## config.mk

```make
export PLATFORM = sky130hd
export DESIGN_NAME = periph_timer_flat
export DESIGN_NICKNAME = d
export VERILOG_FILES = /design/src/rtl/periph_timer_pkg.sv /design/src/rtl/periph_timer_if.sv /design/src/rtl/periph_timer_tick_gen.sv /design/src/rtl/periph_timer.sv /design/src/flat_wrapper.sv
export SDC_FILE = /design/constraint.sdc
export NUM_CORES = 1
export LEC_CHECK = 0
export ABC_AREA = 1
export BUFFER_PORTS_ARGS = -buffer_cell sky130_fd_sc_hd__clkbuf_2
export CAP_MARGIN = 30
export CELL_PAD_IN_SITES_DETAIL_PLACEMENT = 1
export CELL_PAD_IN_SITES_GLOBAL_PLACEMENT = 1
export CORE_MARGIN = 2
export CORE_UTILIZATION = 36
export CTS_CLUSTER_SIZE = 10
export DETAILED_ROUTE_END_ITERATION = 10
export PLACE_DENSITY_LB_ADDON = 0.05
export SLEW_MARGIN = 30
export SYNTH_ARGS = -nofsm -noshare
export SYNTH_HDL_FRONTEND = slang
export SYNTH_SLANG_ARGS = --single-unit
```

## constraint.sdc

```tcl
create_clock -name clk -period 1.5 [get_ports clk]
set_input_delay 0.3 -clock clk [delete_from_list [all_inputs] [get_ports clk]]
set_output_delay 0.3 -clock clk [all_outputs]
set_load 0.02 [all_outputs]
```

## src/rtl/periph_timer_pkg.sv

```systemverilog
// Shared definitions for the countdown timer peripheral: state type, control/status
// field positions and the bus addresses used by the decoder and software headers.
package periph_timer_pkg;

    typedef enum logic {T_IDLE, T_RUN} timer_state_t;

    localparam int unsigned CTRL_PERIODIC_BIT = 31;
    localparam int unsigned ST_DONE_BIT       = 0;
    localparam int unsigned ST_BUSY_BIT       = 1;
    localparam int unsigned ST_MISSED_BIT     = 2;

    localparam logic [31:0] TIMER_CTRL_ADDR = 32'h18;
    localparam logic [31:0] TIMER_DONE_ADDR = 32'h1C;

endpackage

```

## src/rtl/periph_timer_if.sv

```systemverilog
// Decoder-side bus for the timer: control write strobe/data, status word and irq.
interface periph_timer_if;

    logic        ctrl_we;
    logic [31:0] ctrl_wdata;
    logic [31:0] done_rdata;
    logic        irq;

    modport master (
        output ctrl_we,
        output ctrl_wdata,
        input  done_rdata,
        input  irq
    );

    modport slave (
        input  ctrl_we,
        input  ctrl_wdata,
        output done_rdata,
        output irq
    );

endinterface

```

## src/rtl/periph_timer_tick_gen.sv

```systemverilog
// Prescaler: free-runs 0..PRESCALE-1 while enabled and flags the last cycle of each tick.
module tick_gen #(
    parameter int unsigned PRESCALE = 100
) (
    input  logic clk,
    input  logic reset,
    input  logic en,
    input  logic clr,
    output logic tick
);

    localparam int unsigned PW = (PRESCALE > 1) ? $clog2(PRESCALE) : 1;
    localparam logic [PW-1:0] LAST = PW'(PRESCALE - 1);

    logic [PW-1:0] cnt;

    // Held at zero when idle so a fresh run always gets a full first tick.
    always_ff @(posedge clk) begin
        if (reset || clr || !en) begin
            cnt <= '0;
        end else if (cnt == LAST) begin
            cnt <= '0;
        end else begin
            cnt <= cnt + PW'(1);
        end
    end

    assign tick = en && (cnt == LAST);

endmodule

```

## src/rtl/periph_timer.sv

```systemverilog
// Memory-mapped countdown timer: one-shot or auto-reload, sticky done/missed status
// and a single-cycle irq on every expiry. Acknowledge/stop is a write with N = 0.
module periph_timer
    import periph_timer_pkg::*;
#(
    parameter int unsigned PRESCALE = 100,
    parameter int unsigned CNT_W    = 24
) (
    input  logic           clk,
    input  logic           reset,
    periph_timer_if.slave  bus
);

    timer_state_t     state;
    logic [CNT_W-1:0] count;
    logic [CNT_W-1:0] reload;
    logic [CNT_W-1:0] n_field;
    logic             periodic;
    logic             done_q;
    logic             missed_q;
    logic             irq_q;
    logic             tick;
    logic             run;
    logic [31:0]      status;
    logic [30-CNT_W:0] unused_ctrl;

    assign n_field     = bus.ctrl_wdata[CNT_W-1:0];
    assign unused_ctrl = bus.ctrl_wdata[30:CNT_W];
    assign run         = (state == T_RUN);

    tick_gen #(.PRESCALE(PRESCALE)) u_tick_gen (
        .clk   (clk),
        .reset (reset),
        .en    (run),
        .clr   (bus.ctrl_we),
        .tick  (tick)
    );

    // A write always takes priority over an expiry landing in the same cycle.
    always_ff @(posedge clk) begin
        if (reset) begin
            state    <= T_IDLE;
            count    <= '0;
            reload   <= '0;
            periodic <= 1'b0;
            done_q   <= 1'b0;
            missed_q <= 1'b0;
            irq_q    <= 1'b0;
        end else begin
            irq_q <= 1'b0;
            if (bus.ctrl_we) begin
                done_q   <= 1'b0;
                missed_q <= 1'b0;
                if (n_field != '0) begin
                    state    <= T_RUN;
                    count    <= n_field;
                    reload   <= n_field;
                    periodic <= bus.ctrl_wdata[CTRL_PERIODIC_BIT];
                end else begin
                    state <= T_IDLE;
                    count <= '0;
                end
            end else if (run && tick) begin
                if (count == CNT_W'(1)) begin
                    done_q   <= 1'b1;
                    missed_q <= missed_q | done_q;
                    irq_q    <= 1'b1;
                    if (periodic) begin
                        count <= reload;
                    end else begin
                        state <= T_IDLE;
                        count <= '0;
                    end
                end else begin
                    count <= count - CNT_W'(1);
                end
            end
        end
    end

    always_comb begin
        status                = '0;
        status[ST_DONE_BIT]   = done_q;
        status[ST_BUSY_BIT]   = run;
        status[ST_MISSED_BIT] = missed_q;
    end

    assign bus.done_rdata = status;
    assign bus.irq        = irq_q;

endmodule
```

## src/flat_wrapper.sv

```systemverilog
// flat-port wrapper written by rule: the top's interface ports become plain ports
module periph_timer_flat import periph_timer_pkg::*;
#(
    parameter int unsigned PRESCALE = 100,
    parameter int unsigned CNT_W    = 24
)
  (clk, reset, bus_ctrl_we, bus_ctrl_wdata, bus_done_rdata, bus_irq);
  periph_timer_if bus_i ();
  input  logic clk;
  input  logic reset;
  input wire logic [$bits(bus_i.ctrl_we)-1:0] bus_ctrl_we;
  input wire logic [$bits(bus_i.ctrl_wdata)-1:0] bus_ctrl_wdata;
  output wire logic [$bits(bus_i.done_rdata)-1:0] bus_done_rdata;
  output wire logic [$bits(bus_i.irq)-1:0] bus_irq;
  assign bus_i.ctrl_we = bus_ctrl_we;
  assign bus_i.ctrl_wdata = bus_ctrl_wdata;
  assign bus_done_rdata = bus_i.done_rdata;
  assign bus_irq = bus_i.irq;
  periph_timer #(.PRESCALE(PRESCALE), .CNT_W(CNT_W)) u_core (.clk(clk), .reset(reset), .bus(bus_i));
endmodule
```

======== Yosys cells after proc, flatten, opt, wreduce, memory -nomap -nowiden ========
Index checks and enable logic that the tools add are counted.
word-level totals
  flip-flop bits (word level) ............. 60
  bits of input ports ..................... 35
  output and inout bits ................... 33
  logic and storage cells ................. 40
operators by class
  add/subtract/negate cells ............... 2
  eq/ne operators ......................... 3
  muxes and demuxes ....................... 11
  bitwise gates (word level) .............. 2
  reduce and logical (&&, ||, !) cells .... 14
operator list
  kind                                                   number
  two-way mux 24 bit                                     5
  equality test 24 x 1 -> 1 bit (second input constant)  1
  nonzero test 24 bit                                    1
  subtractor 24 x 1 -> 24 bit (second input constant)    1
  adder 7 x 1 -> 7 bit (second input constant)           1
  equality test 7 bit (second input constant)            1
  two-way mux 1 bit                                      6
  AND reduction 2 bit                                    2
  nonzero test 2 bit                                     2
  OR reduction 2 bit                                     2
  AND reduction 3 bit                                    1
  OR reduction 3 bit                                     1
  logical AND 1 bit                                      2
  logical OR 1 bit                                       2
  != test 2 bit (second input constant)                  1
  logical NOT 1 bit                                      1
  inverter 1 bit                                         1
  OR 1 bit                                               1

======== Longest topological paths before layout ========
Gate-level depths: netlist (run 1).
  word-level depth ........................ 5
  depth in mapped cells ................... 11
  depth with buffers taken out ............ 11

======== Cells and area by module ========
A second synthesis (run 1) with hierarchy kept.
second synthesis, totals
  cell total of the unflattened synthesis .. 588
  area total of the unflattened synthesis .. 3811.2 um2
modules (own cells, without submodules)
  module        instances  cells an instance  area an instance (um2)
  periph_timer  1          538                3460.8
  tick_gen      1          50                 350.3

======== Worst setup path after synthesis (run 1) ========
No wires, ideal clock.
  path kind ............................... flip-flop to flip-flop
  start ................................... register u_core.u_tick_gen.cnt[0]
  end ..................................... register u_core.count[17]
  setup time .............................. 0.066 ns
  arrival time ............................ 1.345 ns
  required time ........................... 1.434 ns
  path slack .............................. 0.089 ns
  stages on the path, launching flop included .. 10
  path buffers ............................ 2
  clock period less this slack ............ 1.411 ns
  cells stage by stage .................... dfxtp_1 ha_1 nand2_1 nor2_1 nand2_1 nand2_1 buf_2 buf_2 o21ai_0 a21oi_2
between the ends
  cells in the longest elaborated chain, start to end .. 4
ends and longest elaborated chain
  what                                 RTL line                     RTL
  start: declaration                   periph_timer_tick_gen.sv:15  logic [PW-1:0] cnt;
  start signal: assignment             periph_timer_tick_gen.sv:24  cnt <= cnt + PW'(1);
  equality test 7 bit                  periph_timer_tick_gen.sv:28  assign tick = en && (cnt == LAST);
  logical AND 1 bit                    periph_timer_tick_gen.sv:28
  logical AND 1 bit                    periph_timer.sv:63           end else if (run && tick) begin
  nonzero test 2 bit (no source line)  -
  end signal: assignment               periph_timer.sv:56           count <= n_field;
  end signal: assignment               periph_timer.sv:69           count <= reload;
  end signal: assignment               periph_timer.sv:75           count <= count - CNT_W'(1);
  end: declaration                     periph_timer.sv:15           logic [CNT_W-1:0] count;
Every way passes these cells.
A chain may end at the register's enable or synchronous reset.

======== Worst setup path in the final report (run 1) ========
  start ................................... register u_core.count[1]
  end ..................................... register u_core.count[9]
between the ends
  cells in the longest elaborated chain, start to end .. 4
  elaborated cells between the ends (all ways) .. 5
ends and longest elaborated chain
  what                                                                                 RTL line                                RTL
  subtractor 24 x 1 -> 24 bit / equality test 24 x 1 -> 1 bit (equally long branches)  periph_timer.sv:75, periph_timer.sv:64
  two-way mux 24 bit *                                                                 periph_timer.sv:64                      if (count == CNT_W'(1)) begin
  two-way mux 24 bit *                                                                 periph_timer.sv:63
  two-way mux 24 bit *                                                                 periph_timer.sv:51                      if (bus.ctrl_we) begin
Mark *: on every way between the ends. The rest lies on a longest branch, timed or not. The select of a mux whose other input is x is not followed.

==> run_results.csv, run 1 <==
group,metric,value,unit
run_status,outcome,"finished with violations",
run_status,violations,"negative setup slack",
global_route,grt_pass1_vias,4094,
yosys,ys_seq_area_share,31.7,%
die,dieArea,11400,um2
yosys,ys.warnings.count,0,
die,die-width,107,um
layout,final_area,5040,um2
drt,routedWlPerCell,15.7,um
clock_network,cts-hold-fix-buffers,0,
min_path,hp-class,"in -> reg",
timing,drv_slew,0,
drt,first_iter_violations,111,
timing,fmax,636,MHz
pwr,power.leakage,2.17,nW
die,fp.dieH,107,um
layout,drive_above_1_share,36.9,%
drt,drc_errors,0,
timing,fin_ws,-73.2,ps
layout,final_core_util,49.0,%
drt,viasPerCell,4.95,
setup_path,crit_type,"reg -> reg",
placement,io_buffers,31,
clock_network,cts.path.max_buffers,2,
yosys,syn_area,3790,um2
yosys,synthCells,570,
clock_network,clkTransAtPathRegs,70,ps
layout,nets,707,
clock_network,cts_max_level,3,
setup_path,reg2reg_slack,-70,ps
drt,drt_wl_total,12700,um
clock_network,clock_sinks,60,
global_route,gr-total-overflow,0,
yosys,synthDistinctLibCells,31,
pwr,ir_drop,0.663,mV
timing,hold_violations,0,
timing,setup_viol,23,
yosys,avgSynthCellArea,6.65,um2
global_route,grt_max_degree,31,
clock_network,cts_made_buffers,9,
drt,postRouteAntennaNets,0,
placement,place_congestion,0.839,
die,coreArea,10300,um2
placement,placed_cell_area,4410,um2
timing,fin_worst_skew,10.4,ps
die,rows,37,
setup_path,critical_path.startpoint_type,"flip-flop",
clock_network,clock_latency,370,ps
pwr,power.density,878,nW/um2
setup_path,cp_max_fo,8,
layout,area_delta_synth_final,33.0,%
placement,place_hpwl,8650,um
global_route,track_usage,23.0,%
placement,preCtsSetupSlack,-196,ps
layout,diodes,0,
setup_path,cp-end-kind,"flip-flop",
timing,fin_crit,1570,ps
clock_network,cts_tree,"built",
setup_path,cp_data_arrival_time,1870,ps
timing,fin_crit_sh,105,%
timing,rsz0062_at_grt,"yes",
global_route,antenna_found_initial,0,
die,initial_core_util,36.9,%
layout,layout_commonest_cell,"nand2_1",
clock_network,cts_root_buffer,"clkbuf_8",
layout,mostFrequentLayoutCells,"151 x nand2_1, 76 x buf_4, 49 x dfxtp_1",
yosys,ys_ff_latch,60,
flow_run,drv_cap,0,
drt,drt-pass1-iter-count,4,
setup_path,crit_required,1800,ps
die,io_pins,68,
global_route,grt_pass1_wl,20200,um
drt,num_vias,4013,
pwr,power.total,4.43,mW
kinds of logic (layout without fill, tap and decap cells):
| family | Yosys count | in the layout | synth area share [%] |
|---|---|---|---|
| simple gates | 299 | 303 | 35.9 |
| compound gates | 105 | 105 | 16.0 |
| buf+inv | 95 | 167 | 13.7 |
| flops | 60 | 60 | 31.7 |
| xor+xnor | 7 | 7 | 1.62 |
| fa+ha+maj | 3 | 3 | 0.991 |
| other cells | 1 | 29 | 0.0989 |
stage by stage:
step / TNS (ps) / instances / hold WS, ps
after global routing: -3700 / 810 / 194
after CTS: -83.8 / 805 / 191
after floorplan: 0 / 598 / 418
final: -1170 / 810 / 206
after global placement: -2750 / 780 / 436
after detailed placement: -5110 / 780 / 452
metal layers:
metal	track usage [%]	part of all wire (%)	up-vias
met5	0	0	-
met4	5.84	1.5	0
li1	-	-	2003
met1	28.5	46	1925
met3	6.14	3.7	16
met2	39.8	49	69
flip-flops by register name (all words and copies together) (netlist names):
signal,flops
u_core.run,1
u_core.reload,24
u_core.bus.irq,1
u_core.missed_q,1
u_core.periodic,1
u_core.u_tick_gen.cnt,7
u_core.done_q,1
u_core.count,24
path summary, 6_finish.rpt:
path | to | depth (start not counted) | start
setup / recovery | u_core.count[9] | 11 | u_core.count[1]
hold reg to reg | u_core.missed_q | 2 | u_core.missed_q
hold / removal | u_core.periodic | 3 | bus_ctrl_wdata[31]
setup reg to reg | u_core.count[9] | 11 | u_core.count[1]
cell usage after synthesis:
master    number  area (um2)
a21oi_1       53         265
a21oi_2       15         131
a31oi_1        4        25.0
and2_1         1        6.26
buf_2          9        45.0
buf_4         34         255
buf_6          3        33.8
clkbuf_1      12        45.0
conb_1         1        3.75
dfxtp_1       60        1200
ha_1           3        37.5
inv_1         31         116
inv_2          6        22.5
nand2_1      161         604
nand2_2        6        37.5
nand3_1       46         230
nand3_2        5        50.1
nand3_4        1        17.5
nand3b_1       1        7.51
nand4_1       11        68.8
nor2_1        44         165
nor2_2        10        62.6
nor2_4         7        78.8
nor3_1         4        20.0
nor4_1         2        12.5
o21ai_0       25         125
o21ai_1        2        10.0
o21ai_2        5        43.8
o22ai_1        1        6.26
xnor2_1        3        26.3
xor2_1         4        35.0
what timing repair did:
item,CTS,global route
buffers inserted,8,2
resized for setup,57,35
pin swaps,19,21
endpoints found under the setup margin,26,27
gates cloned,1,3
where the power goes:
group	switching (mW)	internal, mW	total (mW)
clock	0.666	0.735	1.40
sequential	0.0871	1.69	1.77
combinational	0.763	0.488	1.25
total	1.52	2.91	4.43
area by class of cell:
cell class | instances | area, um2
timing repair buffer | 114 | 822
inverter | 37 | 144
multi-input combinational | 447 | 2500
sequential | 60 | 1220
clock inverter | 1 | 5.00
tap | 136 | 170
fill | 1354 | 5240
clock buffer | 15 | 176
worst max-delay path, cell delays in order (launching register included):
cell	delay, ps
dfxtp_4	360
inv_4	70
ha_4	150
nand3_4	70
nor2_4	120
nand2_2	70
nor2_4	170
buf_6	170
nand3_1	80
nand2_1	80
nand2_1	60
a21oi_2	110
Note: power is estimated with default switching activity, not from simulation.
==> run 2, diff against run 1 <==
Settings changed: ABC_AREA 1 to not set.
==> run 2 against run 1 <==
- the flow still finishes with violations (negative setup slack)
- final area rose by 0.77%
- via count fell by 9.9%
- utilization rose by 6.5 points
- clock-buffer cell count fell by 5
- cell count fell by 16%
- hold slack got worse by 12 ps
- total power fell by 6.8%
- clock power fell by 6%
- sequential cell count did not move
- non-clock buffer count rose by 43
- register-to-register slack got worse by 540 ps
- largest power group unchanged
==> run_results.csv, run 2 <==
group,metric,value,unit
run_status,outcome,"finished with violations",
run_status,violations,"negative setup slack",
die,dieArea,10100,um2
placement,io_buffers,31,
yosys,netlist_top_cells_area,"dfxtp_1 36%, buf_4 7.4%, nand2_1 6.8%",
yosys,ys_ff_latch,60,
setup_path,cp-end-kind,"flip-flop",
layout,stdcell_count,677,
drt,drt-pass1-iter-count,4,
yosys,synth_edf_count,0,
clock_network,cts_tree,"built",
yosys,synth_ff_type,"dfxtp_1",
pwr,combPwrFrac,25.5,%
timing,rsz0062_at_grt,"yes",
yosys,avgSynthCellArea,7.93,um2
yosys,synthDistinctLibCells,52,
clock_network,cts_max_level,3,
yosys,yosys-top-cells-count,"61 x nand2_1, 60 x dfxtp_1, 41 x a21oi_1, 41 x nor2_1, 33 x buf_4",
die,fp.dieH,101,um
flow_run,drv_cap,0,
yosys,ys_seq_area_share,35.8,%
setup_path,crit_chain,"or4_4 > or3_4 > nor3_4 > xor2_1 > nand3_1 > a311oi_1",
yosys,ys_async_sr_fraction,0,%
setup_path,crit_type,"reg -> reg",
timing,fin_worst_skew,13.1,ps
layout,area_delta_synth_final,51.5,%
setup_path,cp_data_arrival_time,2360,ps
layout,layout_commonest_cell,"buf_4",
layout,diodes,0,
timing,fin_crit_sh,141,%
pwr,internal-power,2.75,mW
placement,place_hpwl,8450,um
min_path,hp-class,"in -> reg",
timing,fin_crit,2110,ps
pwr,p_clk_share,32.0,%
yosys,synth_largest_area_cell,"dfxtp_1",
placement,dp_cells,650,
layout,drive_above_1_share,45.6,%
drt,first_iter_violations,113,
die,coreArea,9150,um2
clock_network,clkTransAtPathRegs,80,ps
drt,postRouteAntennaNets,0,
drt,num_vias,3616,
timing,finalHoldWorstSlack,195,ps
timing,drv_slew,0,
timing,setup_viol,28,
pwr,seq_power_share,42.5,%
global_route,gr-total-overflow,0,
global_route,grt_pass1_wl,19600,um
yosys,ys.warnings.count,0,
yosys,syn_area,3350,um2
yosys,synthCells,423,
timing,hold_violations,0,
setup_path,cp_max_fo,3,
die,initial_core_util,36.6,%
timing,fmax,473,MHz
drt,routedWlPerCell,18.7,um
setup_path,critPathSlowestCell,"or4_4",
global_route,grt_pass1_vias,3872,
pwr,switchingPower,1.37,mW
layout,mostFrequentLayoutCells,"105 x buf_4, 54 x dfxtp_1, 51 x nand2_1",
placement,place_congestion,0.845,
clock_network,cts_root_buffer,"clkbuf_8",
drt,drc_errors,0,
global_route,track_usage,24.9,%
die,die-width,101,um
drt,viasPerCell,5.34,
layout,nets,599,
drt,drt_wl_total,12700,um
yosys,synth.most_common_cell,"nand2_1",
yosys,yosysTopAreaCellShare,35.8,%
global_route,antenna_found_initial,0,
clock_network,clock_latency,350,ps
layout,reg_top3,"u_core.count: 24 flops, u_core.reload: 24 flops, u_core.u_tick_gen.cnt: 7 flops",
pwr,swShare,33.2,%
setup_path,cpPeakStageDelay,560,ps
die,io_pins,68,
setup_path,critical_path.startpoint_type,"flip-flop",
clock_network,cts.path.max_buffers,2,
die,rows,35,
setup_path,crit_required,1750,ps
timing,fin_ws,-615,ps
pwr,ir_drop,0.430,mV
clock_network,cts_made_buffers,9,
pwr,power.leakage,2.11,nW
clock_network,clock_sinks,60,
global_route,grt_max_degree,27,
pwr,power.density,812,nW/um2
-- run 2: layout make-up --
| cell class | count | area (um2) |
|---|---|---|
| repair buffers | 157 | 1250 |
| clock inverters | 6 | 41.3 |
| well taps | 111 | 139 |
| fillers | 1089 | 4070 |
| multi-input cells | 322 | 2270 |
| clock buffers | 10 | 128 |
| inverters | 11 | 41.3 |
| flip-flops and latches | 60 | 1210 |
-- run 2: final timing paths --
check	start	to	slack, ps	cells past startpoint
setup / recovery	u_core.count[5]	u_core.count[13]	-610	6
hold / removal	bus_ctrl_wdata[31]	u_core.periodic	190	3
setup reg to reg	u_core.count[5]	u_core.count[13]	-610	6
hold reg to reg	u_core.reload[16]	u_core.reload[16]	450	2
-- run 2: cell families (layout without fill, tap and decap cells) --
kind of cell	count (synthesis)	after routing	share of synthesized area [%]
simple gates	163	163	23.8
compound gates	110	110	22.0
buf+inv	69	184	12.6
flops	60	60	35.8
xor+xnor	15	15	3.92
fa+ha+maj	3	3	1.12
mux	2	2	0.634
other cells	1	29	0.112
-- run 2: timing repair --
| item | in CTS | in global routing |
|---|---|---|
| pin swaps | 15 | 44 |
| gates cloned | 1 | 0 |
| buffers inserted | 3 | 7 |
| hold buffers | 0 | 0 |
| setup endpoints to repair | 51 | 53 |
| resized for setup | 30 | 69 |
-- run 2: power groups by stage --
stage | Clock (mW) | Sequential (mW) | Combinational [mW]
2_1_floorplan | 0 | 1.78 | 0.506
3_3_place_gp | 0 | 1.77 | 0.855
3_5_place_dp | 0 | 1.77 | 0.877
4_1_cts | 1.35 | 1.74 | 0.936
5_1_grt | 1.41 | 1.76 | 1.13
6_report | 1.32 | 1.75 | 1.05
-- run 2: critical path: cells and delay by family (launching register included) --
| kind | cells | cell delay, ps |
|---|---|---|
| xor+xnor | 1 | 150 |
| compound gates | 1 | 290 |
| simple gates | 4 | 1240 |
| flops | 1 | 340 |
-- run 2: stage by stage --
step	cell area (um2)	TNS (ps)	utilization (%)	power, mW	setup slack [ps]
6_report	5080	-12500	55.5	4.12	-615
5_1_grt	5080	-15360	55.5	4.30	-676
4_1_cts	4700	-13210	51.3	4.03	-572
3_5_place_dp	4360	-22870	47.6	2.65	-645
3_3_place_gp	4360	-21350	47.6	2.63	-617
2_1_floorplan	3520	-12060	-	2.29	-519
-- run 2: routing by layer --
layer	share of wire [%]	track usage (%)
met4	1.3	6.74
met1	42	30.2
met3	4.3	5.83
met5	0	0
met2	53	44.1
